===== config.mk =====
export PLATFORM = sky130hd
export DESIGN_NAME = literal_exec_unit
export DESIGN_NICKNAME = d
export VERILOG_FILES = /design/src/rtl/literal_exec_unit.sv
export SDC_FILE = /design/constraint.sdc
export NUM_CORES = 1
export LEC_CHECK = 0
export CAP_MARGIN = 10
export CELL_PAD_IN_SITES_DETAIL_PLACEMENT = 1
export CELL_PAD_IN_SITES_GLOBAL_PLACEMENT = 2
export CORE_ASPECT_RATIO = 0.8
export CORE_MARGIN = 5
export CORE_UTILIZATION = 42
export CTS_BUF_LIST = sky130_fd_sc_hd__clkbuf_4
export DETAILED_ROUTE_END_ITERATION = 10
export PLACE_DENSITY_LB_ADDON = 0.05
export SLEW_MARGIN = 20
export SYNTH_ARGS = -nofsm -noshare
export SYNTH_HDL_FRONTEND = slang
export SYNTH_SLANG_ARGS = --single-unit

===== constraint.sdc =====
create_clock -name clk -period 3.65 [get_ports clk]
set_input_delay 0.9125 -clock clk [delete_from_list [all_inputs] [get_ports clk]]
set_output_delay 0.9125 -clock clk [all_outputs]
set_load 0.01 [all_outputs]

===== src/rtl/literal_exec_unit.sv =====
// Literal-ALU / control-flow execution stage for a midrange 14-bit ISA core.
// Three-cycle latch/decode/execute pipeline owning W, Z/DC/C and a circular return stack.
module literal_exec_unit #(
   parameter int STACK_DEPTH = 8,
   parameter int PC_W        = 11
) (
   input  logic            clk,
   input  logic            reset,
   input  logic [13:0]     ir_in,
   input  logic            ir_valid,
   input  logic [PC_W-1:0] pc_current,
   output logic            busy,
   output logic [7:0]      w_out,
   output logic            status_z,
   output logic            status_dc,
   output logic            status_c,
   output logic            pc_load,
   output logic [PC_W-1:0] pc_target,
   output logic            illegal_op,
   output logic            stack_overflow,
   output logic            stack_underflow,
   output logic            ir_dropped
);

   localparam int SP_W = $clog2(STACK_DEPTH);
   localparam int DW   = SP_W + 1;
   localparam logic [SP_W-1:0] SP_ONE     = SP_W'(1);
   localparam logic [DW-1:0]   DEPTH_ONE  = DW'(1);
   localparam logic [DW-1:0]   DEPTH_FULL = DW'(STACK_DEPTH);

   typedef enum logic [1:0] {
      S_IDLE,
      S_DECODE,
      S_EXEC
   } state_t;

   typedef enum logic [3:0] {
      OP_NOP,
      OP_MOVLW,
      OP_RETLW,
      OP_IORLW,
      OP_ANDLW,
      OP_XORLW,
      OP_SUBLW,
      OP_ADDLW,
      OP_CALL,
      OP_GOTO,
      OP_RETURN,
      OP_CLRW,
      OP_ILLEGAL
   } op_t;

   state_t            state_q, state_d;
   op_t               op_q, op_d;
   logic [13:0]       ir_q, ir_d;
   logic [PC_W-1:0]   retAddr_q, retAddr_d;
   logic [7:0]        w_q, w_d;
   logic              z_q, z_d, dc_q, dc_d, c_q, c_d;
   logic              pcLoad_q, pcLoad_d;
   logic [PC_W-1:0]   pcTarget_q, pcTarget_d;
   logic              illegal_q, illegal_d;
   logic [SP_W-1:0]   sp_q, sp_d;
   logic [DW-1:0]     depth_q, depth_d;
   logic              overflow_q, overflow_d;
   logic              underflow_q, underflow_d;
   logic              dropped_q, dropped_d;
   logic [PC_W-1:0]   stack_q [STACK_DEPTH];

   logic              pushEn, doPop;
   logic [SP_W-1:0]   spDec;
   logic [7:0]        k8;
   logic [8:0]        addSum;
   logic [4:0]        addNib;
   logic [7:0]        subDiff;

   // Opcode classification; anything not recognised falls through to OP_ILLEGAL.
   function automatic op_t decodeOp(input logic [13:0] ir);
      op_t op;
      op = OP_ILLEGAL;
      case (ir[13:12])
         2'b11: begin
            case (ir[11:10])
               2'b00: op = OP_MOVLW;
               2'b01: op = OP_RETLW;
               2'b10: begin
                  case (ir[9:8])
                     2'b00:   op = OP_IORLW;
                     2'b01:   op = OP_ANDLW;
                     2'b10:   op = OP_XORLW;
                     default: op = OP_ILLEGAL;
                  endcase
               end
               default: op = ir[9] ? OP_ADDLW : OP_SUBLW;
            endcase
         end
         2'b10: op = ir[11] ? OP_GOTO : OP_CALL;
         2'b00: begin
            if (ir == 14'h0008)
               op = OP_RETURN;
            else if (ir[13:7] == 7'b0000010)
               op = OP_CLRW;
            else if (ir[13:7] == 7'b0000000 && ir[4:0] == 5'b00000)
               op = OP_NOP;
            else
               op = OP_ILLEGAL;
         end
         default: op = OP_ILLEGAL;
      endcase
      return op;
   endfunction

   assign k8      = ir_q[7:0];
   assign addSum  = {1'b0, w_q} + {1'b0, k8};
   assign addNib  = {1'b0, w_q[3:0]} + {1'b0, k8[3:0]};
   assign subDiff = k8 - w_q;
   assign spDec   = sp_q - SP_ONE;

   // Next-state logic: latch on ir_valid, classify, then commit everything in S_EXEC.
   always_comb begin
      state_d     = state_q;
      op_d        = op_q;
      ir_d        = ir_q;
      retAddr_d   = retAddr_q;
      w_d         = w_q;
      z_d         = z_q;
      dc_d        = dc_q;
      c_d         = c_q;
      pcLoad_d    = 1'b0;
      pcTarget_d  = pcTarget_q;
      illegal_d   = 1'b0;
      sp_d        = sp_q;
      depth_d     = depth_q;
      overflow_d  = overflow_q;
      underflow_d = underflow_q;
      dropped_d   = dropped_q;
      pushEn      = 1'b0;
      doPop       = 1'b0;

      if (ir_valid && state_q != S_IDLE)
         dropped_d = 1'b1;

      case (state_q)
         S_IDLE: begin
            if (ir_valid) begin
               ir_d      = ir_in;
               retAddr_d = pc_current;
               state_d   = S_DECODE;
            end
         end
         S_DECODE: begin
            op_d    = decodeOp(ir_q);
            state_d = S_EXEC;
         end
         S_EXEC: begin
            state_d = S_IDLE;
            case (op_q)
               OP_MOVLW: w_d = k8;
               OP_RETLW: begin
                  w_d   = k8;
                  doPop = 1'b1;
               end
               OP_IORLW: begin
                  w_d = w_q | k8;
                  z_d = (w_d == 8'h00);
               end
               OP_ANDLW: begin
                  w_d = w_q & k8;
                  z_d = (w_d == 8'h00);
               end
               OP_XORLW: begin
                  w_d = w_q ^ k8;
                  z_d = (w_d == 8'h00);
               end
               OP_SUBLW: begin
                  w_d  = subDiff;
                  c_d  = (k8 >= w_q);
                  dc_d = (k8[3:0] >= w_q[3:0]);
                  z_d  = (subDiff == 8'h00);
               end
               OP_ADDLW: begin
                  w_d  = addSum[7:0];
                  c_d  = addSum[8];
                  dc_d = addNib[4];
                  z_d  = (addSum[7:0] == 8'h00);
               end
               OP_CALL: begin
                  pushEn     = 1'b1;
                  pcTarget_d = PC_W'(ir_q[10:0]);
                  pcLoad_d   = 1'b1;
               end
               OP_GOTO: begin
                  pcTarget_d = PC_W'(ir_q[10:0]);
                  pcLoad_d   = 1'b1;
               end
               OP_RETURN: doPop = 1'b1;
               OP_CLRW: begin
                  w_d = 8'h00;
                  z_d = 1'b1;
               end
               OP_ILLEGAL: illegal_d = 1'b1;
               default: ;
            endcase

            // A full stack keeps its depth; the write at sp lands on the oldest entry.
            if (pushEn) begin
               sp_d = sp_q + SP_ONE;
               if (depth_q == DEPTH_FULL)
                  overflow_d = 1'b1;
               else
                  depth_d = depth_q + DEPTH_ONE;
            end

            if (doPop) begin
               pcLoad_d = 1'b1;
               if (depth_q == '0) begin
                  pcTarget_d  = '0;
                  underflow_d = 1'b1;
               end else begin
                  sp_d       = spDec;
                  depth_d    = depth_q - DEPTH_ONE;
                  pcTarget_d = stack_q[spDec];
               end
            end
         end
         default: state_d = S_IDLE;
      endcase
   end

   // All architectural state moves on the falling clock edge.
   always_ff @(negedge clk or posedge reset) begin
      if (reset) begin
         state_q     <= S_IDLE;
         op_q        <= OP_NOP;
         ir_q        <= '0;
         retAddr_q   <= '0;
         w_q         <= '0;
         z_q         <= 1'b0;
         dc_q        <= 1'b0;
         c_q         <= 1'b0;
         pcLoad_q    <= 1'b0;
         pcTarget_q  <= '0;
         illegal_q   <= 1'b0;
         sp_q        <= '0;
         depth_q     <= '0;
         overflow_q  <= 1'b0;
         underflow_q <= 1'b0;
         dropped_q   <= 1'b0;
      end else begin
         state_q     <= state_d;
         op_q        <= op_d;
         ir_q        <= ir_d;
         retAddr_q   <= retAddr_d;
         w_q         <= w_d;
         z_q         <= z_d;
         dc_q        <= dc_d;
         c_q         <= c_d;
         pcLoad_q    <= pcLoad_d;
         pcTarget_q  <= pcTarget_d;
         illegal_q   <= illegal_d;
         sp_q        <= sp_d;
         depth_q     <= depth_d;
         overflow_q  <= overflow_d;
         underflow_q <= underflow_d;
         dropped_q   <= dropped_d;
      end
   end

   // Stack contents need no reset; sp and depth alone define what is valid.
   always_ff @(negedge clk) begin
      if (pushEn)
         stack_q[sp_q] <= retAddr_q;
   end

   assign busy            = (state_q != S_IDLE);
   assign w_out           = w_q;
   assign status_z        = z_q;
   assign status_dc       = dc_q;
   assign status_c        = c_q;
   assign pc_load         = pcLoad_q;
   assign pc_target       = pcTarget_q;
   assign illegal_op      = illegal_q;
   assign stack_overflow  = overflow_q;
   assign stack_underflow = underflow_q;
   assign ir_dropped      = dropped_q;

endmodule

[Word level (Yosys, flattened, before mapping)]
Memories as Yosys holds them, arrays and structs flattened.
Index checks and enable logic that the tools add are counted.
Word-level totals
  flip-flop bits (word level): 65
  memory bits (writable): 88
  word-level logic and storage cells: 118
  memories: 1
Cells by class
  add/sub/neg operators: 7
  $lt $le $gt $ge: 2
  equality and inequality tests: 24
  mux-type cells: 36
  bitwise operators: 3
  reduce and logical (&&, ||, !) cells: 29
Memories
  stack_q: depth 8, width 11, rd ports 1, clocked after Yosys merged registers in 0, write ports 1, RTL line 67  | logic [PC_W-1:0] stack_q [STACK_DEPTH];
Operator list (count)
  case mux 8 bit (7 select lines): 1
  logical NOT 8 bit: 5
  case mux 4 bit (3 select lines): 3
  2-to-1 mux 11 bit: 3
  2-to-1 mux 4 bit: 7
  == test 4 bit, second input constant: 6
  == test 4 x 3 -> 1 bit, second input constant: 4
  == test 14 x 4 -> 1 bit, second input constant: 1
  2-to-1 mux 1 bit: 14
  == test 2 bit, second input constant: 5
  AND reduction 2 bit: 5
  adder 8 x 8 -> 9 bit: 1
  2-to-1 mux 3 bit: 3
  bitwise AND 8 bit: 1
  == test 4 x 2 -> 1 bit, second input constant: 2
  >= comparator 8 bit: 1
  logical NOT 2 bit: 4
  OR 8 bit: 1
  subtractor 8 bit: 1
  bitwise XOR 8 bit: 1
  == test 7 x 2 -> 1 bit, second input constant: 1
  logical NOT 7 bit: 1
  nonzero test 7 bit: 1
  == test 2 x 1 -> 1 bit, second input constant: 3
  other kinds (19): 26

[Logic depth before layout (Yosys ltp)]
  depth after elaboration: 6
  gate-level depth with buffers: 9
  gate-level depth less buffers: 9

==> impl_metrics.json <==
{
  "status": "finished with violations",
  "violations": "setup timing",
  "synth_cell_types": 77,
  "syn_area_per_cell_um2": 12.6,
  "clkLatencyLatePin_ns": 0.60,
  "h-tree-depth": 4,
  "vias_per_cell": 5.60,
  "routabilityCongestion": 0.843,
  "nets": 852,
  "critPathKind": "flop to output port",
  "drt_pass1_iterations": 5,
  "dieArea_mm2": 0.0213,
  "maxCapViolations": 0,
  "placed_cells": 907,
  "synthMuxAreaShare": 0.107,
  "ys_seq_elements": 153,
  "drc": 0,
  "multi_input_area_mm2": 0.00314,
  "synth_fp_nets": 672,
  "grt_overflow_total": 0,
  "cts_tree": "built",
  "fillCellCount": 1943,
  "max_slew_margin": 0.424,
  "instances_no_fill": 1036,
  "grt_max_degree": 50,
  "netlist_instances": 613,
  "first_iter_violations": 501,
  "holdWs_ns": 0.440,
  "seq_area_frac_synth": 0.551,
  "finalPower_uw": 7410,
  "async_reset_ff_frac": 0.425,
  "path_max_fanout": 2,
  "fp.dieW_um": 162,
  "yosys.area_share.simple": 0.0977,
  "min_path_type": "flop to flop",
  "cts_inserted_buffers": 17,
  "switching_power_uw": 3220,
  "worstPathArrival_ns": 3.12,
  "num_rows": 44,
  "synth_adder_area_share": 0.0520,
  "start_util": 0.428,
  "rsz0062_at_grt": "true",
  "finalSetupViolations": 28,
  "synth_area_leaders": "edfxtp_1, dfrtn_1, mux4_2",
  "synth-xor-area-share": 0.0147,
  "vias": 5800,
  "fin_ws_ns": -0.380,
  "powerDensity_mw_per_mm2": 791,
  "cts.sinks": 153,
  "coreArea_mm2": 0.0181,
  "die_h_um": 131,
  "drive_above_1_share": 0.217,
  "io_buffers": 55,
  "grt_pass1_vias": 6238,
  "synth_most_common_cell": "edfxtp_1",
  "netlist_area_mm2": 0.00775,
  "area_growth_syn_to_layout_pct": 20.8,
  "cts_root_buffer": "clkbuf_4",
  "grtUsageTotal": 0.222,
  "synth_top_family_by_area": "compound AO/OA/AOI/OAI gates",
  "hold_viol": 0,
  "yosysTopAreaCell": "edfxtp_1",
  "hpwlAfterDp_um": 15800,
  "ys_top_cells_by_count": "edfxtp_1, dfrtn_1, nor2_1, nand2_1, o21ai_0",
  "cts_hold_buf": 0,
  "ys.flop_type": "edfxtp_1",
  "clockBufferDepth": 2,
  "wl_per_cell_um": 22.1,
  "drt_wl_total_um": 22900,
  "regArea_mm2": 0.00427,
  "ioPinCount": 56,
  "switching_share": 0.435,
  "crit_required_ns": 2.74,
  "comb_power_share": 0.439,
  "yosys_warnings": 0,
  "cp-start-kind": "flop",
  "p_int_uw": 4190,
  "ir_drop_uv": 280,
  "finClkSkew_ns": 0.102,
  "pwr-share-clk": 0.213,
  "seqPwrFrac": 0.348,
  "diodes": 0,
  "worst_pin_slew_ns": 0.864,
  "clk_pin_slew_worst_paths_ns": 0.11,
  "grt_first_pass_wirelength_um": 36200,
  "slew_viol_final": 0,
  "p_leak_uw": 0.00400,
  "setup.worst_path.end_class": "output port",
  "synth_edf_count": 88,
  "antenna_found_initial": 0,
  "synth_top_area_frac": 0.341,
  "drtAntennaViolNets": 0,
  "synth-compound-area-share": 0.131
}
## path summary, 6_finish.rpt
path | depth (start not counted) | endpoint | start | slack [ns]
max | 2 | busy | state_q[0]$_DFFE_NP0P_ | -0.38
min | 1 | pc_target[7]$_DFFE_NP0P_ | pc_target[7]$_DFFE_NP0P_ | 0.44
max reg2reg | 8 | w_out[7]$_DFFE_NP0P_ | ir_q[4]$_DFFE_NP0P_ | 0.72
min reg2reg | 1 | pc_target[7]$_DFFE_NP0P_ | pc_target[7]$_DFFE_NP0P_ | 0.44
max in group asynchronous | 3 | illegal_op$_DFF_NP0_ | reset | 0.83
min in group asynchronous | 3 | retAddr_q[2]$_DFFE_NP0P_ | reset | 2.52
## per-stage QoR
stage,TNS (ns),worst slack [ns],cell area (µm²),utilization
2_1_floorplan,0,0.00659,7760,-
3_3_place_gp,-11.83,-0.468,8710,0.481
3_5_place_dp,-12.51,-0.483,8710,0.481
4_1_cts,-5.73,-0.412,9290,0.513
5_1_grt,-6.64,-0.444,9360,0.517
6_report,-4.56,-0.380,9360,0.517
## cells in the final DEF, fill, tap and decap left out, types with 9 or more instances in the layout
cell type | Yosys | layout
ha_1 | 29 | 28
buf_4 | 3 | 51
dfrtn_1 | 65 | 65
nor3_1 | 10 | 10
o21a_1 | 12 | 12
clkbuf_4 | 0 | 17
inv_1 | 31 | 117
nand2_1 | 39 | 39
a21oi_1 | 22 | 22
mux2_2 | 19 | 19
o22ai_1 | 14 | 14
mux4_2 | 22 | 22
buf_2 | 10 | 19
mux2i_1 | 12 | 12
buf_6 | 5 | 9
clkdlybuf4s50_1 | 0 | 27
nor2_1 | 46 | 46
edfxtp_1 | 88 | 88
o21ai_0 | 35 | 35
## worst max-delay path, stage by stage (launching register included)
cell,delay (ns)
dfrtn_1,0.40
or2_4,0.26
buf_6,0.12
## power by group through the flow
stage	clock network [µW]	registers (µW)	logic (µW)
4_1_cts	1630	2570	3180
6_report	1580	2580	3250
5_1_grt	1800	2620	3530
2_1_floorplan	145	2490	2200
3_5_place_dp	145	2600	3230
3_3_place_gp	145	2570	3190
## final cells by class
type,instances,area share
Tap cell,230,0.0307
Inverter,30,0.0124
Multi-Input combinational cell,395,0.335
Sequential cell,153,0.456
Clock inverter,103,0.0571
Clock buffer,17,0.0136
Timing Repair Buffer,108,0.0950
## flip-flops by register name (all words and copies together), names as in the netlist, 2 cells and up
signal and count:
depth_q 4, ir_q 14, op_q 4, pc_target 11, retAddr_q 11, sp_q 3, stack_q 88, state_q 2
w_out 8
## logic make-up after synthesis
group,count (synthesis)
AOI/OAI and AO/OA,151
DFF,153
xor gates and xnor gates,13
muxes,53
adders and majority gates,31
buffers and inverters,65
and+or+nand+nor,147
## layer usage
metal,vias up,GRT usage,wire [µm]
li1,2675,-,-
met1,2908,0.334,11000
met2,194,0.323,10100
met3,23,0.0535,1490
met4,0,0.0578,277
met5,-,0,0
## timing repair
action	4_1_cts	5_1_grt
buffers inserted	6	4
setup endpoints to repair	28	28
gates resized for setup	115	7
pin swaps	1	0
No activity file was read; power rests on OpenSTA's default activity.
